### src/rtl/bcd_chain_counter.sv
// Cascaded BCD digit counter with per-digit modulus, up/down stepping,
// validated parallel load and an optional whole-chain wrap value (TOP).
module bcd_chain_counter #(
  parameter int                  DIGITS  = 6,
  parameter logic [4*DIGITS-1:0] MODULI  = 24'h3A6A6A,
  parameter bit                  WRAP_EN = 1'b1,
  parameter logic [4*DIGITS-1:0] TOP     = 24'h235959
) (
  input  logic                  clock,
  input  logic                  reset_n,
  input  logic                  en,
  input  logic                  up,
  input  logic                  load,
  input  logic [4*DIGITS-1:0]   load_value,
  output logic [4*DIGITS-1:0]   bcd,
  output logic                  tc,
  output logic                  load_err
);

  // Configuration errors stop elaboration; they have no run-time behaviour.
  for (genvar gi = 0; gi < DIGITS; gi++) begin : g_cfg_chk
    if (MODULI[4*gi +: 4] < 4'd2 || MODULI[4*gi +: 4] > 4'd10) begin : g_bad_mod
      $error("bcd_chain_counter: digit %0d modulus outside 2..10", gi);
    end
    if (WRAP_EN && (TOP[4*gi +: 4] >= MODULI[4*gi +: 4])) begin : g_bad_top
      $error("bcd_chain_counter: digit %0d of TOP not below its modulus", gi);
    end
  end

  logic [4*DIGITS-1:0] r_bcd;
  logic                r_load_err;

  logic [DIGITS:0]     w_carry;
  logic [DIGITS:0]     w_borrow;
  logic [4*DIGITS-1:0] w_step;
  logic [4*DIGITS-1:0] w_next;
  logic                w_digits_ok;
  logic                w_load_ok;
  logic                w_at_top;
  logic                w_up_bound;
  logic                w_dn_bound;

  // w_carry[i]/w_borrow[i]: every digit below i sits at its wrap point, so digit i steps.
  always_comb begin
    w_carry     = '0;
    w_borrow    = '0;
    w_step      = r_bcd;
    w_digits_ok = 1'b1;
    w_carry[0]  = 1'b1;
    w_borrow[0] = 1'b1;
    for (int i = 0; i < DIGITS; i++) begin
      if (up) begin
        if (w_carry[i]) begin
          w_step[4*i +: 4] = (r_bcd[4*i +: 4] == MODULI[4*i +: 4] - 4'd1) ?
                             4'd0 : r_bcd[4*i +: 4] + 4'd1;
        end
      end else begin
        if (w_borrow[i]) begin
          w_step[4*i +: 4] = (r_bcd[4*i +: 4] == 4'd0) ?
                             MODULI[4*i +: 4] - 4'd1 : r_bcd[4*i +: 4] - 4'd1;
        end
      end
      w_carry[i+1]  = w_carry[i] && (r_bcd[4*i +: 4] == MODULI[4*i +: 4] - 4'd1);
      w_borrow[i+1] = w_borrow[i] && (r_bcd[4*i +: 4] == 4'd0);
      if (load_value[4*i +: 4] >= MODULI[4*i +: 4]) begin
        w_digits_ok = 1'b0;
      end
    end
  end

  assign w_at_top   = (r_bcd == TOP);
  assign w_up_bound = WRAP_EN ? w_at_top : w_carry[DIGITS];
  assign w_dn_bound = w_borrow[DIGITS];

  // With all digits legal, a plain unsigned compare orders BCD values correctly.
  assign w_load_ok  = w_digits_ok && (!WRAP_EN || (load_value <= TOP));

  assign w_next = (up  && WRAP_EN && w_at_top)   ? '0  :
                  (!up && WRAP_EN && w_dn_bound) ? TOP : w_step;

  assign tc = reset_n & en & ~load & (up ? w_up_bound : w_dn_bound);

  always_ff @(posedge clock) begin
    if (!reset_n) begin
      r_bcd      <= '0;
      r_load_err <= 1'b0;
    end else begin
      r_load_err <= 1'b0;
      if (load) begin
        if (w_load_ok) begin
          r_bcd <= load_value;
        end else begin
          r_load_err <= 1'b1;
        end
      end else if (en) begin
        r_bcd <= w_next;
      end
    end
  end

  assign bcd      = r_bcd;
  assign load_err = r_load_err;

endmodule

### config.mk
export PLATFORM = sky130hd
export DESIGN_NAME = bcd_chain_counter
export DESIGN_NICKNAME = d
export VERILOG_FILES = /design/src/rtl/bcd_chain_counter.sv
export SDC_FILE = /design/constraint.sdc
export NUM_CORES = 1
export LEC_CHECK = 0
export ABC_AREA = 1
export ABC_CLOCK_PERIOD_IN_PS = 3400
export BUFFER_PORTS_ARGS = -buffer_cell sky130_fd_sc_hd__buf_2
export CORE_MARGIN = 1
export CORE_UTILIZATION = 31
export DETAILED_ROUTE_END_ITERATION = 10
export GPL_TIMING_DRIVEN = 0
export PLACE_DENSITY = 0.61
export SYNTH_ARGS = -nofsm -noshare
export SYNTH_HDL_FRONTEND = slang
export SYNTH_SLANG_ARGS = --single-unit
### constraint.sdc
create_clock -name clock -period 3.4 [get_ports clock]
set_input_delay 0.68 -clock clock [delete_from_list [all_inputs] [get_ports clock]]
set_output_delay 0.68 -clock clock [all_outputs]
set_load 0.02 [all_outputs]
==> results.json, run 1 <==
{
  "status": "finished, final reports clean",
  "yosysSeqAreaShare": 0.209,
  "multi_input_area_um2": 1650,
  "regToRegStartpoint": "bcd[20]$_SDFFE_PN0P_",
  "async_flop_share": 0,
  "critPathSlowestCell": "dfxtp_1",
  "min_from": "bcd[7]$_SDFFE_PN0P_",
  "drive_gt1_frac": 0.221,
  "routedWlPerCell_um": 13.0,
  "die_y_um": 90.0,
  "post_cts_resized": 0,
  "rsz0062_at_grt": "no",
  "synth-compound-area-share": 0.146,
  "routed_wl_um": 7320,
  "area_growth_pct": 17.9,
  "first_pass_iters": 8,
  "root_buffer": "clkbuf_8",
  "dp.cells": 561,
  "ir_drop_v": 0.000135,
  "cp.arrival_ns": 1.97,
  "io_pins": 55,
  "clk_pin_slew_ns": 0.10,
  "overflow": 0,
  "worstSetupStartpoint": "bcd[20]$_SDFFE_PN0P_",
  "cts_buffer_depth": 2,
  "crit_path_max_incr_delay_ns": 0.37,
  "worst_setup_path_end_kind": "primary output",
  "postSynthNetCount": 443,
  "drtIter0Drc": 99,
  "synthCells": 410,
  "timing.critical_path.buf_inv": 3,
  "synthTopCellsByCount": "nand2_1 (127), nor2_1 (64), inv_1 (38)",
  "power.density_nw_per_um2": 306,
  "initial_core_util": 0.325,
  "cts_setup_buffers": 0,
  "synthDistinctLibCells": 38,
  "cts_buffers": 3,
  "insertion_delay_ns": 0.28,
  "synth_edf_count": 0,
  "grt_first_pass_wirelength_um": 11900,
  "antenna_found_initial": 0,
  "tightest_slew_ns": 0.560,
  "place.gp.congestion": 0.892,
  "htree_levels": 1,
  "drv_cap": 0,
  "min_period_over_period": 0.780,
  "synth_area_leaders": "dfxtp_1 (21%), nand2_1 (20%), nor2_1 (10%)",
  "grt_usage": 0.183,
  "cts_tree": "done",
  "die_w_um": 90.0,
  "nets": 500,
  "cts_sinks": 25,
  "timing.critical_path.cells": "inv_1 > ha_1 > nand2_1 > nor2_1 > inv_1 > nor2_1 > nor2_1 > nor3_1 > buf_2",
  "netlist_area_um2": 2400,
  "synth.most_common_cell": "nand2_1",
  "synth_mux_area_frac": 0,
  "finalSetupTns_ns": 0,
  "core_area_um2": 7370,
  "cp_max_fo": 5,
  "hold_path.class": "reg2reg",
  "grt_pass1_vias": 2559,
  "synth_top_area_cell": "dfxtp_1",
  "relSlewSlack": 0.627,
  "whs_ns": 0.512,
  "yosys_warnings": 0,
  "synthSimpleGateAreaFrac": 0.495,
  "yosysTopAreaCellShare": 0.209,
  "die_area_um2": 8090,
  "synth_ff_type": "dfxtp_1",
  "hold_buffers": 0,
  "port_buffers": 52,
  "antenna_cells": 0,
  "drv_slew": 0,
  "finalHoldViolCount": 0,
  "crit_type": "reg2out",
  "rows": 31,
  "p_leak_uw": 0.00144,
  "synth_fa_ha_area_frac": 0.0209,
  "drc": 0,
  "fmax_mhz": 377,
  "dpl.hpwl_um": 5720,
  "clock_skew_ns": 0.00369,
  "crit_top_cell": "nor2_1",
  "synth_top_family_by_area": "simple AND/OR/NAND/NOR gates",
  "vias_per_cell": 4.82,
  "ys_seq_elements": 25,
  "register_area_um2": 500,
  "start_kind": "flip-flop",
  "finalCriticalPeriod_ns": 2.65,
  "r2r_slack_ns": 1.66,
  "ant_nets": 0,
  "cpLargestDelayFamily": "simple AND/OR/NAND/NOR gates",
  "crit_required_ns": 2.72,
  "grt_max_degree": 14,
  "setup_violations": 0,
  "fin_cells": 565,
  "num_vias": 2722,
  "n_fill_cell": 875,
  "synth_xor_area_frac": 0.0256,
  "postSynthAreaPerCell_um2": 5.85
}
## cells by family after synthesis
| logic type | count (synthesis) |
|---|---|
| XOR/XNOR | 7 |
| adder cells (fa/ha/maj) | 4 |
| flip-flops | 25 |
| AND/OR/NAND/NOR | 252 |
| buffers and inverters | 58 |
| AO/OA/AOI/OAI | 64 |
## metal layers
metal,share of wire,track usage,wire length (um)
met4,0.017,0.0659,121
met3,0.044,0.0203,324
met2,0.46,0.303,3340
met5,0,0,0
met1,0.48,0.244,3530
## flip-flops by register name (all words and copies together), names as in the netlist
name	flops
bcd	24
load_err	1
## layout by cell type, fill, tap and decap left out, drive strengths merged
| master | count |
|---|---|
| xor2 | 5 |
| o32ai | 1 |
| o22ai | 5 |
| o211ai | 2 |
| o31ai | 2 |
| a311oi | 1 |
| dfxtp | 25 |
| a21oi | 17 |
| nor2 | 79 |
| a21boi | 1 |
| xnor2 | 2 |
| or2 | 1 |
| nand4 | 6 |
| o221ai | 1 |
| ha | 4 |
| buf | 60 |
| inv | 48 |
| nand2 | 135 |
| nor3 | 4 |
| nand3 | 27 |
| clkbuf | 6 |
| o21ai | 34 |
## layout make-up
class                      count  area share
sequential                    25       0.177
buffer                        10      0.0243
tap                           99      0.0438
inverter                      48      0.0637
clock buffer                   4      0.0159
multi-input combinational    327       0.583
timing repair buffer          52      0.0920
## tightest hold or removal path, stage by stage, from the launching register on
cell,delay (ns)
dfxtp_1,0.35
nand2_1,0.07
a21oi_1,0.05
## worst paths after layout
path                           to  cells after the start
max                            tc                      9
min           bcd[7]$_SDFFE_PN0P_                      2
max reg2reg  bcd[20]$_SDFFE_PN0P_                     12
min reg2reg   bcd[7]$_SDFFE_PN0P_                      2
## metrics by stage
stage | total power [uW] | utilization | setup slack, ns | cell area [um^2]
6_report | 864 | 0.384 | 0.749 | 2830
5_1_grt | 929 | 0.384 | 0.584 | 2830
3_5_place_dp | 674 | 0.378 | 1.00 | 2780
4_1_cts | 869 | 0.384 | 0.760 | 2830
3_3_place_gp | 669 | 0.378 | 1.01 | 2780
2_1_floorplan | 579 | - | 1.05 | 2400
## report_power, final
part | total (uW) | switching, uW | leakage [uW] | internal [uW]
Clock | 194 | 110 | 0.0000228 | 84.4
Combinational | 328 | 214 | 0.00122 | 114
Sequential | 342 | 29.3 | 0.000205 | 313
Total | 864 | 354 | 0.00144 | 511
(Power assumes the default switching activity.)
==> run 2: changes to the inputs <==
--- a/config.mk
+++ b/config.mk
@@ -6,7 +6,7 @@
 export NUM_CORES = 1
 export LEC_CHECK = 0
 export ABC_AREA = 1
-export ABC_CLOCK_PERIOD_IN_PS = 3400
+export ABC_CLOCK_PERIOD_IN_PS = 2600
 export BUFFER_PORTS_ARGS = -buffer_cell sky130_fd_sc_hd__buf_2
 export CORE_MARGIN = 1
 export CORE_UTILIZATION = 31
==> constraint.sdc (replaced) <==
create_clock -name clock -period 2.6 [get_ports clock]
set_input_delay 0.52 -clock clock [delete_from_list [all_inputs] [get_ports clock]]
set_output_delay 0.52 -clock clock [all_outputs]
set_load 0.02 [all_outputs]
==> run 2 against run 1 <==
Net effect:
- final cell count stayed put
- die area stayed put
- non-clock buffer count unchanged
- routed wire length decreased by 0.25%
- combinational power rose by 31%
- first-iteration DRC count unchanged
- worst setup slack lost 0.58 ns
- register-to-register slack lost 0.74 ns
- sequential power is 31% higher
==> results.json, run 2 (synthesis results as in run 1) <==
{
  "status": "finished, final reports clean",
  "cts_setup_buffers": 0,
  "finalCriticalPeriod_ns": 2.43,
  "cts_tree": "done",
  "cts_buffers": 3,
  "port_buffers": 52,
  "cts_sinks": 25,
  "combPwrFrac": 0.379,
  "tightest_slew_ns": 0.565,
  "drive_gt1_frac": 0.223,
  "insertion_delay_ns": 0.28,
  "switchingPower_uw": 463,
  "seq_power_share": 0.396,
  "crit_path_max_incr_delay_ns": 0.38,
  "area_growth_pct": 17.9,
  "drtIter0Drc": 99,
  "ir_drop_v": 0.000178,
  "crit_type": "reg2out",
  "die_y_um": 90.0,
  "io_pins": 55,
  "nets": 500,
  "die_area_um2": 8090,
  "place.gp.congestion": 0.892,
  "rows": 31,
  "die_w_um": 90.0,
  "ant_nets": 0,
  "worst_setup_path_end_kind": "primary output",
  "overflow": 0,
  "first_pass_iters": 8,
  "initial_core_util": 0.325,
  "cp.arrival_ns": 1.91,
  "start_kind": "flip-flop",
  "p_leak_uw": 0.00144,
  "power.density_nw_per_um2": 400,
  "num_vias": 2723,
  "cp_max_fo": 5,
  "finalSetupTns_ns": 0,
  "min_period_over_period": 0.934,
  "drv_cap": 0,
  "drv_slew": 0,
  "final_common_cell": "nand2_1",
  "rsz0062_at_grt": "no",
  "dpl.hpwl_um": 5720,
  "fmax_mhz": 412,
  "crit_required_ns": 2.08,
  "largest_reg_flops": 24,
  "post_cts_resized": 0,
  "crit_top_cell": "nor2_1",
  "hold_path.class": "in2reg",
  "clk_pin_slew_ns": 0.10,
  "routed_wl_um": 7300,
  "sw_frac_of_total": 0.409,
  "antenna_cells": 0,
  "core_area_um2": 7370,
  "antenna_found_initial": 0,
  "hold_buffers": 0,
  "grt_pass1_vias": 2559,
  "cts_buffer_depth": 2,
  "finalHoldViolCount": 0,
  "grt_usage": 0.183,
  "critPathSlowestCell": "dfxtp_1",
  "finalPower_uw": 1130,
  "power_frac_clock": 0.225,
  "timing.critical_path.cells": "inv_2 > ha_1 > nand2_1 > nor2_2 > nand3_1 > nor2_1 > nor2_1 > nor3_1 > buf_2",
  "intPower_uw": 668,
  "r2r_slack_ns": 0.92,
  "drc": 0,
  "htree_levels": 1,
  "grt_max_degree": 14,
  "setup_violations": 0,
  "root_buffer": "clkbuf_8",
  "relSlewSlack": 0.623,
  "layout_common_cells": "nand2_1 (127), nor2_1 (64), buf_2 (55)",
  "vias_per_cell": 4.82,
  "routedWlPerCell_um": 12.9,
  "grt_first_pass_wirelength_um": 11900,
  "clock_skew_ns": 0.00404
}
-- run 2: final cells by class --
class,count,area [um^2]
plain buffers,10,68.8
clock buffers,4,45.0
fillers,875,4540
inverters,48,180
multi-input cells,327,1650
flip-flops and latches,25,500
well taps,99,124
repair buffers,52,260
-- run 2: final timing paths --
| check | cells past startpoint | start | to |
|---|---|---|---|
| min | 3 | reset_n | bcd[0]$_SDFFE_PN0P_ |
| min reg2reg | 2 | bcd[7]$_SDFFE_PN0P_ | bcd[7]$_SDFFE_PN0P_ |
| max reg2reg | 12 | bcd[20]$_SDFFE_PN0P_ | bcd[20]$_SDFFE_PN0P_ |
| max | 9 | bcd[20]$_SDFFE_PN0P_ | tc |
-- run 2: metrics by stage --
step | util | setup slack (ns) | hold WS (ns) | area (um^2) | cells
after CTS | 0.384 | 0.120 | 0.507 | 2830 | 565
final | 0.384 | 0.171 | 0.508 | 2830 | 565
after global routing | 0.384 | 0.0215 | 0.507 | 2830 | 565
after detailed placement | 0.378 | 0.443 | 0.504 | 2780 | 561
after floorplan | - | 0.492 | 0.559 | 2400 | 410
after global placement | 0.378 | 0.471 | 0.494 | 2780 | 561
-- run 2: power groups by stage --
stage                     Sequential (uW)  Clock, uW  Combinational (uW)
after detailed placement              456          0                 425
after floorplan                       480          0                 277
final                                 448        255                 429
after global routing                  454        278                 484
after global placement                455          0                 421
after CTS                             447        261                 428
-- run 2: routing by layer --
metal	GRT usage	share of wire
met1	0.244	0.48
met2	0.303	0.46
met3	0.0203	0.044
met5	0	0
met4	0.0659	0.017
-- run 2: critical path: cells and delay by family, from the launching register on --
kind | cells | cell delay (ns)
DFF | 1 | 0.38
adders and majority gates | 1 | 0.17
buffers and inverters | 2 | 0.33
and+or+nand+nor | 6 | 0.76
==> run 3: changes to the inputs <==
--- a/config.mk
+++ b/config.mk
@@ -9,10 +9,12 @@
 export ABC_CLOCK_PERIOD_IN_PS = 2600
 export BUFFER_PORTS_ARGS = -buffer_cell sky130_fd_sc_hd__buf_2
 export CORE_MARGIN = 1
-export CORE_UTILIZATION = 31
+export CORE_UTILIZATION = 45
+export CTS_CLUSTER_DIAMETER = 100
 export DETAILED_ROUTE_END_ITERATION = 10
 export GPL_TIMING_DRIVEN = 0
-export PLACE_DENSITY = 0.61
+export PLACE_DENSITY = 0.78
+export SLEW_MARGIN = 20
 export SYNTH_ARGS = -nofsm -noshare
 export SYNTH_HDL_FRONTEND = slang
 export SYNTH_SLANG_ARGS = --single-unit
==> run 3 against run 2 <==
Net effect:
- fmax increased by 0.36%
- routed wire length decreased by 9.2%
- utilization increased by 16 points
- sequential share of layout area increased by 0.22 points
- clock-buffer cell count decreased by 1
- die area decreased by 30%
- sequential cell count unchanged
- via count increased by 1.0%
- clock power decreased by 4%
- critical path type unchanged
- worst setup slack improved by 0.0088 ns
- non-clock buffer count unchanged
- sequential power about the same
==> results.json, run 3 (synthesis results as in run 1) <==
{
  "status": "finished, final reports clean",
  "cpLargestDelayFamily": "simple AND/OR/NAND/NOR gates",
  "io_pins": 55,
  "num_vias": 2751,
  "die_w_um": 75.0,
  "drive_gt1_frac": 0.223,
  "die_area_um2": 5630,
  "routed_wl_um": 6630,
  "rows": 26,
  "finalHoldViolCount": 0,
  "layout_common_cells": "nand2_1 (127), nor2_1 (64), buf_2 (55)",
  "cp_max_fo": 5,
  "core_area_um2": 5110,
  "place.gp.congestion": 0.977,
  "timing.critical_path.cells": "inv_1 > ha_1 > nand2_1 > nor2_2 > nand3_1 > nor2_1 > nor2_1 > nor3_1 > buf_2",
  "finalPower_uw": 1120,
  "worst_setup_path_end_kind": "primary output",
  "ant_nets": 0,
  "hold_buffers": 0,
  "tightest_slew_ns": 0.536,
  "fmax_mhz": 413,
  "crit_type": "reg2out",
  "cp.arrival_ns": 1.90,
  "ir_drop_v": 0.000218,
  "largest_reg_flops": 24,
  "grt_usage": 0.249,
  "timing.critical_path.buf_inv": 2,
  "finalSetupTns_ns": 0,
  "crit_path_max_incr_delay_ns": 0.36,
  "nets": 500,
  "power.density_nw_per_um2": 400,
  "fin_cells": 536,
  "cts_sinks": 25,
  "drv_slew": 0,
  "post_cts_resized": 0,
  "drtIter0Drc": 200,
  "crit_top_cell": "nor2_1",
  "area_growth_pct": 16.4,
  "dpl.hpwl_um": 5100,
  "antenna_cells": 0,
  "die_y_um": 75.0,
  "cts_setup_buffers": 0,
  "first_pass_iters": 7,
  "gr-usage-met2": 0.427,
  "root_buffer": "clkbuf_8",
  "hold_path.class": "reg2reg",
  "p_leak_uw": 0.00145,
  "met1_usage": 0.334,
  "initial_core_util": 0.470,
  "grt_max_degree": 15,
  "clock_skew_ns": 0.00741,
  "rsz0062_at_grt": "no",
  "dp.cells": 532,
  "cts_tree": "done",
  "vias_per_cell": 5.13,
  "relSlewSlack": 0.643,
  "grt_first_pass_wirelength_um": 10800,
  "overflow": 0,
  "grt_pass1_vias": 2384,
  "insertion_delay_ns": 0.27,
  "crit_required_ns": 2.08,
  "start_kind": "flip-flop",
  "cts_buffer_depth": 2,
  "routedWlPerCell_um": 12.4,
  "antenna_found_initial": 0,
  "critPathSlowestCell": "dfxtp_1",
  "cts_buffers": 3,
  "htree_levels": 1,
  "clk_pin_slew_ns": 0.10,
  "drv_cap": 0,
  "met3_usage": 0.0201,
  "setup_violations": 0,
  "port_buffers": 52,
  "min_period_over_period": 0.931,
  "final_common_cell": "nand2_1",
  "drc": 0,
  "busiest_layer": "met2",
  "finalCriticalPeriod_ns": 2.42
}
## run 3: worst paths after layout
check / startpoint / to / slack [ns] / cells past startpoint
max: bcd[20]$_SDFFE_PN0P_ / tc / 0.18 / 9
min reg2reg: bcd[7]$_SDFFE_PN0P_ / bcd[7]$_SDFFE_PN0P_ / 0.51 / 2
max reg2reg: bcd[20]$_SDFFE_PN0P_ / bcd[21]$_SDFFE_PN0P_ / 0.89 / 12
min: bcd[7]$_SDFFE_PN0P_ / bcd[7]$_SDFFE_PN0P_ / 0.51 / 2
## run 3: worst min-delay path, cell delays in order (launching register included)
cell and delay, ns:
dfxtp_1 0.35, nand2_1 0.07, a21oi_1 0.05
## run 3: power breakdown
part | internal [uW] | switching (uW)
Sequential | 409 | 36.0
Combinational | 148 | 276
Clock | 107 | 139
## run 3: area by class of cell
| cell class | count | area, um^2 |
|---|---|---|
| fill | 521 | 2310 |
| multi-input combinational | 327 | 1650 |
| sequential | 25 | 500 |
| timing repair buffer | 52 | 260 |
| inverter | 48 | 180 |
| tap | 70 | 87.6 |
| buffer | 10 | 68.8 |
| clock buffer | 3 | 41.3 |
| clock inverter | 1 | 5.00 |
## run 3: routing by layer
metal / part of all wire / vias up
li1: - / 1419
met1: 0.45 / 1226
met2: 0.47 / 94
met3: 0.061 / 12
met4: 0.017 / 0
met5: 0 / -
## run 3: through the flow
stage          area (um^2)  setup slack [ns]  hold WS [ns]   util
2_1_floorplan         2400             0.492         0.559      -
3_3_place_gp          2750             0.535         0.497  0.538
3_5_place_dp          2750             0.481         0.494  0.538
4_1_cts               2790             0.164         0.512  0.547
5_1_grt               2790            0.0416         0.522  0.547
6_report              2790             0.180         0.509  0.547
